## src/rtl/wb_dec_pkg.sv

```systemverilog
// Shared definitions for the four-slave Wishbone address decoder:
// FSM state encodings, default slave address tags, canned response data.
package wb_dec_pkg;

    localparam int NUM_SLAVES = 4;

    typedef logic [1:0] state_t;

    localparam state_t ST_IDLE     = 2'd0;
    localparam state_t ST_ACTIVE   = 2'd1;
    localparam state_t ST_UNMAPPED = 2'd2;
    localparam state_t ST_DONE     = 2'd3;

    localparam logic [7:0] DEF_SLAVE_0_ADDR = 8'h00;
    localparam logic [7:0] DEF_SLAVE_1_ADDR = 8'h01;
    localparam logic [7:0] DEF_SLAVE_2_ADDR = 8'h02;
    localparam logic [7:0] DEF_SLAVE_3_ADDR = 8'h03;

    localparam logic [31:0] UNMAPPED_DATA = 32'h0000_0000;
    localparam logic [31:0] TIMEOUT_DATA  = 32'hDEAD_DEAD;

    // Returns {hit, index}. Scanning from the top down lets the lowest
    // matching slave index win when two tags are configured identically.
    function automatic logic [2:0] decode_slave(input logic [7:0]  tag,
                                                input logic [31:0] addr_map);
        logic [2:0] res;
        res = 3'b000;
        for (int n = NUM_SLAVES - 1; n >= 0; n--) begin
            if (addr_map[n*8 +: 8] == tag) begin
                res = {1'b1, 2'(n)};
            end
        end
        return res;
    endfunction

endpackage

```

## src/rtl/wb_dec_timeout.sv

```systemverilog
// Hung-cycle watchdog for the Wishbone decoder: counts strobe-without-ack
// cycles and flags expiry on the last count. Only built with WB_DEC_TIMEOUT_EN.
module wb_dec_timeout #(
    parameter int TIMEOUT_CYCLES = 256
) (
    input  logic clk,
    input  logic rst_n,
    input  logic count_en_i,
    input  logic clear_i,
    output logic expire_o
);

    localparam logic [15:0] LAST_COUNT = 16'(TIMEOUT_CYCLES - 1);

    logic [15:0] count_q;
    logic [15:0] count_d;

    // A paused strobe holds the count; only an ack or leaving ACTIVE clears it.
    always_comb begin
        count_d = count_q;
        if (clear_i) begin
            count_d = '0;
        end else if (count_en_i) begin
            count_d = count_q + 16'd1;
        end
    end

    always_ff @(posedge clk or negedge rst_n) begin
        if (!rst_n) begin
            count_q <= '0;
        end else begin
            count_q <= count_d;
        end
    end

    assign expire_o = count_en_i && (count_q == LAST_COUNT);

endmodule

```

## src/rtl/wb_slave_decoder_4.sv

```systemverilog
// Single-master, four-slave Wishbone decoder with self-answered unmapped
// accesses. Define WB_DEC_TIMEOUT_EN to force-terminate hung slave cycles.
module wb_slave_decoder_4
    import wb_dec_pkg::*;
#(
    parameter logic [7:0] SLAVE_0_ADDR   = DEF_SLAVE_0_ADDR,
    parameter logic [7:0] SLAVE_1_ADDR   = DEF_SLAVE_1_ADDR,
    parameter logic [7:0] SLAVE_2_ADDR   = DEF_SLAVE_2_ADDR,
    parameter logic [7:0] SLAVE_3_ADDR   = DEF_SLAVE_3_ADDR,
    parameter int         TIMEOUT_CYCLES = 256
) (
    input  logic        clk,
    input  logic        rst_n,

    input  logic        m_we_i,
    input  logic        m_cyc_i,
    input  logic        m_stb_i,
    input  logic [3:0]  m_sel_i,
    input  logic [31:0] m_adr_i,
    input  logic [31:0] m_dat_i,
    output logic        m_ack_o,
    output logic [31:0] m_dat_o,
    output logic        m_int_o,

    output logic        s0_we_o,
    output logic        s0_cyc_o,
    output logic        s0_stb_o,
    output logic [3:0]  s0_sel_o,
    output logic [31:0] s0_adr_o,
    output logic [31:0] s0_dat_o,
    input  logic        s0_ack_i,
    input  logic        s0_int_i,
    input  logic [31:0] s0_dat_i,

    output logic        s1_we_o,
    output logic        s1_cyc_o,
    output logic        s1_stb_o,
    output logic [3:0]  s1_sel_o,
    output logic [31:0] s1_adr_o,
    output logic [31:0] s1_dat_o,
    input  logic        s1_ack_i,
    input  logic        s1_int_i,
    input  logic [31:0] s1_dat_i,

    output logic        s2_we_o,
    output logic        s2_cyc_o,
    output logic        s2_stb_o,
    output logic [3:0]  s2_sel_o,
    output logic [31:0] s2_adr_o,
    output logic [31:0] s2_dat_o,
    input  logic        s2_ack_i,
    input  logic        s2_int_i,
    input  logic [31:0] s2_dat_i,

    output logic        s3_we_o,
    output logic        s3_cyc_o,
    output logic        s3_stb_o,
    output logic [3:0]  s3_sel_o,
    output logic [31:0] s3_adr_o,
    output logic [31:0] s3_dat_o,
    input  logic        s3_ack_i,
    input  logic        s3_int_i,
    input  logic [31:0] s3_dat_i,

    output logic [3:0]  int_src_o,
    output logic        unmapped_o,
    output logic        timeout_o
);

    state_t      state_q;
    state_t      state_d;
    logic [1:0]  sel_q;
    logic [1:0]  sel_d;
    logic        ack_q;
    logic        ack_d;
    logic        unmapped_q;
    logic        unmapped_d;
    logic [3:0]  int_src_q;
    logic        m_int_q;

    logic [3:0]  s_ack;
    logic [3:0]  s_int;
    logic [31:0] s_dat [NUM_SLAVES];
    logic [3:0]  s_cyc;
    logic [3:0]  s_stb;

    logic        sel_ack;
    logic [31:0] sel_dat;
    logic        tmo_expire;
    logic        unm_ack;

    logic [2:0]  dec;
    logic        dec_hit;
    logic [1:0]  dec_idx;

    assign s_ack    = {s3_ack_i, s2_ack_i, s1_ack_i, s0_ack_i};
    assign s_int    = {s3_int_i, s2_int_i, s1_int_i, s0_int_i};
    assign s_dat[0] = s0_dat_i;
    assign s_dat[1] = s1_dat_i;
    assign s_dat[2] = s2_dat_i;
    assign s_dat[3] = s3_dat_i;

    // Strobes are gated by state alone, so an asynchronous reset that forces
    // IDLE drops every slave cyc/stb without waiting for a clock.
    genvar gi;
    generate
        for (gi = 0; gi < NUM_SLAVES; gi++) begin : g_slave
            assign s_cyc[gi] = (state_q == ST_ACTIVE) && (sel_q == 2'(gi)) && m_cyc_i;
            assign s_stb[gi] = (state_q == ST_ACTIVE) && (sel_q == 2'(gi)) && m_stb_i;
        end
    endgenerate

    assign s0_cyc_o = s_cyc[0];
    assign s1_cyc_o = s_cyc[1];
    assign s2_cyc_o = s_cyc[2];
    assign s3_cyc_o = s_cyc[3];
    assign s0_stb_o = s_stb[0];
    assign s1_stb_o = s_stb[1];
    assign s2_stb_o = s_stb[2];
    assign s3_stb_o = s_stb[3];

    assign s0_we_o  = m_we_i;
    assign s1_we_o  = m_we_i;
    assign s2_we_o  = m_we_i;
    assign s3_we_o  = m_we_i;
    assign s0_sel_o = m_sel_i;
    assign s1_sel_o = m_sel_i;
    assign s2_sel_o = m_sel_i;
    assign s3_sel_o = m_sel_i;
    assign s0_adr_o = m_adr_i;
    assign s1_adr_o = m_adr_i;
    assign s2_adr_o = m_adr_i;
    assign s3_adr_o = m_adr_i;
    assign s0_dat_o = m_dat_i;
    assign s1_dat_o = m_dat_i;
    assign s2_dat_o = m_dat_i;
    assign s3_dat_o = m_dat_i;

    assign sel_ack = s_ack[sel_q];
    assign sel_dat = s_dat[sel_q];

    assign dec = decode_slave(m_adr_i[31:24],
                              {SLAVE_3_ADDR, SLAVE_2_ADDR, SLAVE_1_ADDR, SLAVE_0_ADDR});
    assign {dec_hit, dec_idx} = dec;

    always_comb begin
        state_d    = state_q;
        sel_d      = sel_q;
        unmapped_d = unmapped_q;
        case (state_q)
            ST_IDLE: begin
                if (m_cyc_i) begin
                    if (dec_hit) begin
                        state_d = ST_ACTIVE;
                        sel_d   = dec_idx;
                    end else begin
                        state_d    = ST_UNMAPPED;
                        unmapped_d = 1'b1;
                    end
                end
            end
            ST_ACTIVE: begin
                if (tmo_expire) begin
                    state_d = ST_DONE;
                end else if (!m_cyc_i && !sel_ack) begin
                    state_d = ST_IDLE;
                end
            end
            ST_UNMAPPED: begin
                if (!m_cyc_i) begin
                    state_d = ST_IDLE;
                end
            end
            ST_DONE: begin
                if (!m_cyc_i) begin
                    state_d = ST_IDLE;
                end
            end
            default: state_d = ST_IDLE;
        endcase
    end

    // The first unmapped ack is launched from the missing decode in IDLE so it
    // lands one cycle after stb is sampled; it then alternates while stb holds.
    assign unm_ack = m_cyc_i && m_stb_i && !ack_q &&
                     (((state_q == ST_IDLE) && !dec_hit) || (state_q == ST_UNMAPPED));
    assign ack_d   = unm_ack || tmo_expire;

    always_comb begin
        m_ack_o = 1'b0;
        m_dat_o = UNMAPPED_DATA;
        case (state_q)
            ST_ACTIVE: begin
                m_ack_o = sel_ack;
                m_dat_o = sel_dat;
            end
            ST_UNMAPPED: begin
                m_ack_o = ack_q;
            end
            ST_DONE: begin
                m_ack_o = ack_q;
                m_dat_o = ack_q ? TIMEOUT_DATA : UNMAPPED_DATA;
            end
            default: begin
                m_ack_o = 1'b0;
                m_dat_o = UNMAPPED_DATA;
            end
        endcase
    end

    always_ff @(posedge clk or negedge rst_n) begin
        if (!rst_n) begin
            state_q    <= ST_IDLE;
            sel_q      <= 2'd0;
            ack_q      <= 1'b0;
            unmapped_q <= 1'b0;
            int_src_q  <= 4'd0;
            m_int_q    <= 1'b0;
        end else begin
            state_q    <= state_d;
            sel_q      <= sel_d;
            ack_q      <= ack_d;
            unmapped_q <= unmapped_d;
            int_src_q  <= s_int;
            m_int_q    <= |s_int;
        end
    end

    assign int_src_o  = int_src_q;
    assign m_int_o    = m_int_q;
    assign unmapped_o = unmapped_q;

`ifdef WB_DEC_TIMEOUT_EN
    logic sel_stb;
    logic timeout_q;

    assign sel_stb = s_stb[sel_q];

    wb_dec_timeout #(
        .TIMEOUT_CYCLES (TIMEOUT_CYCLES)
    ) u_timeout (
        .clk        (clk),
        .rst_n      (rst_n),
        .count_en_i ((state_q == ST_ACTIVE) && sel_stb && !sel_ack),
        .clear_i    ((state_q != ST_ACTIVE) || sel_ack),
        .expire_o   (tmo_expire)
    );

    always_ff @(posedge clk or negedge rst_n) begin
        if (!rst_n) begin
            timeout_q <= 1'b0;
        end else if (tmo_expire) begin
            timeout_q <= 1'b1;
        end
    end

    assign timeout_o = timeout_q;
`else
    // Keeps the timeout parameter referenced when the watchdog is compiled out.
    logic [15:0] timeout_cfg_unused;
    assign timeout_cfg_unused = 16'(TIMEOUT_CYCLES);
    assign tmo_expire         = 1'b0;
    assign timeout_o          = 1'b0;
`endif

endmodule

```

## config.mk

```make
export PLATFORM = sky130hd
export DESIGN_NAME = wb_slave_decoder_4
export DESIGN_NICKNAME = d
export VERILOG_FILES = /design/src/rtl/wb_dec_pkg.sv /design/src/rtl/wb_dec_timeout.sv /design/src/rtl/wb_slave_decoder_4.sv
export SDC_FILE = /design/constraint.sdc
export NUM_CORES = 1
export LEC_CHECK = 0
export BUFFER_PORTS_ARGS = -buffer_cell sky130_fd_sc_hd__buf_4
export CAP_MARGIN = 20
export CORE_AREA = 10 10 201 203
export DETAILED_ROUTE_END_ITERATION = 10
export DIE_AREA = 0 0 211 213
export PLACE_DENSITY = 0.36
export SETUP_SLACK_MARGIN = 0.4
export SYNTH_ARGS = -nofsm -noshare
export SYNTH_HDL_FRONTEND = slang
export SYNTH_SLANG_ARGS = --single-unit
```

## constraint.sdc

```tcl
create_clock -name clk -period 2.05 [get_ports clk]
set_input_delay 0.205 -clock clk [delete_from_list [all_inputs] [get_ports clk]]
set_output_delay 0.205 -clock clk [all_outputs]
set_load 0.01 [all_outputs]
```

==> run metrics <==
Placer Congestion 0.7146; Pwr Total about 1.3 mW; worst skew pair latency 0.24 ns; largest family of logic cells by synthesized area buffers and inverters; CP Capture Type primary output; Max-cap violations 0; CP startpoint sel_q[0]; combined area of the multi-input logic cells 1299 µm²; xor/xnor share of the synthesized area 0; DRC viols 0; Adder-Cell Fraction of Synth Area 0; RSZ-0062 raised after global routing true; wire per inst roughly 23 µm; post-synth cell types 24; die area ~45000 µm²; CORE AREA about 36000 µm²; FMAX 0.5204 GHz; CTS Buf Count 3; reg2reg start state_q[0]; Tot GR Track Use 0.07832; clock root cell clkbuf_16; Setup-failing EPs final 0; startpoint types flop; worst hold slack 0.08755 ns; die width 211 µm; top-area cell type share of the netlist area 0.5780; R2R setup slack 0.58 ns; port bufs 226; total grt overflow 0; vias in the first global route 3081; CP max FO 4; TritonCTS clock tree built; Worst Path Required 1.85 ns; Period Utilization, post-route 0.9373; Via density 2.971; synth warn 0; most frequent cells in the layout buf_4, nand2_1, mux4_2; setup_tns 0 ns; Peak supply drop 0.0001814 V; Die H roughly 210 µm; # fillers around 4200; hold path depth 1; # H-tree levels 1; outcome finished clean; # IOs around 530; PD cells just over 300 nW/µm²; most common cell after layout, fill and taps aside buf_4; first-pass GRT wire length 24940 µm; simple-gate share of the synthesized area 0.1043; minimum clock period 1.921 ns; synth-to-layout area growth 20.13%; synthesized area 3611 µm²; Initial Utilization 0.09959; Synth area leaders buf_4, mux4_2, dfrtp_1, nand2_1, and2_1; Slew Viols, Final 0; Post-DP HPWL 17050 µm; routed wire length roughly 19000 µm; DRT Pass-1 Iters 4; worst-case reg-to-reg path depth 4; initial antenna violation count 2; CTS Sinks 11; Leakage Power 1.917 nW; register area 277.8 µm²; Compound-Gate Fraction of Synth Area 0.008663; CTS Buffer Depth 2; WP data arrival 1.72 ns; post-synthesis mux area share 0.2121; Synth area leader buf_4; Post-Syn Area per Cell 8.496 µm²; DRT iter0 DRCs 44; num rows 70; share of cells above drive strength 1 0.7979; ANT nets after route 0; WS Path Type flop to primary output; Hold Path Origin s3_int_i; cell count after synthesis between 400 and 500; clock skew just under 0.0009 ns; Nets around 600; post-synthesis sequential area ratio 0.07623; via count roughly 2500; post-synthesis register bit count 11; Hold WC Path Type input pin to flop; Post-Synthesis Net Count 634; largest net degree at the start of global routing 22; Reg clk slew, reported paths roughly 0.040 ns; Final Hold Violating Endpoints 0
==> state kept, by name, summed over array words and instances, names as in the netlist <==
name and count:
int_src_o 4, sel_q 2, state_q 2, ack_q 1, m_int_o 1, unmapped_o 1
==> through the flow <==
stage	instance area [µm²]	utilization	std cells	setup slack, ns
6_report	4338	0.1196	856	0.1285
5_1_grt	4333	0.1195	854	0.07026
4_1_cts	4051	0.1117	850	0.09115
3_5_place_dp	3847	0.1061	839	0.2569
3_3_place_gp	3847	0.1061	839	0.2707
2_1_floorplan	3611	-	425	0.4909
==> where the power goes <==
group,leakage (nW),internal (mW),switching [mW]
clock,0.0382,0.262,0.100
combinational,1.75,0.451,0.258
sequential,0.127,0.229,0.00873
==> synth_stat cells (all sizes together) <==
cell type,number
dfrtp,11
o21a,1
nor2b,1
nor3,4
nand2,52
nor2,6
a21o,1
o2111a,1
nor4,1
mux4,33
nand4b,1
clkbuf,5
nand2b,3
or4,1
nor3b,1
a21oi,1
mux2,2
nand3,3
and2,10
conb,1
buf,286
==> worst paths after layout <==
check | end
max | m_dat_o[6]
min | int_src_o[3]
max reg2reg | sel_q[0]
min reg2reg | unmapped_o
max in group asynchronous | sel_q[1]
min in group asynchronous | int_src_o[1]
==> logic make-up (layout without fill, tap and decap cells) <==
| group | after synthesis | after routing |
|---|---|---|
| buffers and inverters | 291 | 252 |
| AND/OR/NAND/NOR | 83 | 83 |
| multiplexers | 35 | 35 |
| flip-flops | 11 | 11 |
| AO/OA/AOI/OAI | 4 | 4 |
| other | 1 | 3 |
==> critical path, stage by stage (launching register included) <==
cell and delay, ns:
dfrtp_2 0.37, buf_4 0.16, clkbuf_16 0.16, mux4_2 0.47, and2_1 0.17, buf_4 0.14
==> area by class of cell <==
| type | count | area share |
|---|---|---|
| tap | 468 | 0.1350 |
| multi-input combinational | 123 | 0.2994 |
| antenna | 2 | 0.001154 |
| clock buffer | 4 | 0.01817 |
| timing repair buffer | 248 | 0.4823 |
| sequential | 11 | 0.06403 |
==> repair_timing <==
action	CTS	global route
setup buffers	5	1
resized for setup	10	51
hold endpoints to repair	11	0
gates cloned	1	3
endpoints found under the setup margin	37	39
hold buffers	1	0
pin swaps	3	17
==> metal layers <==
layer	global-route usage	up-vias	part of all wire
met4	0.02747	0	0.034
met2	0.1477	350	0.53
met1	0.06118	1110	0.27
met3	0.05528	51	0.17
li1	-	1032	-
met5	0	-	0
(Power assumes the default switching activity.)
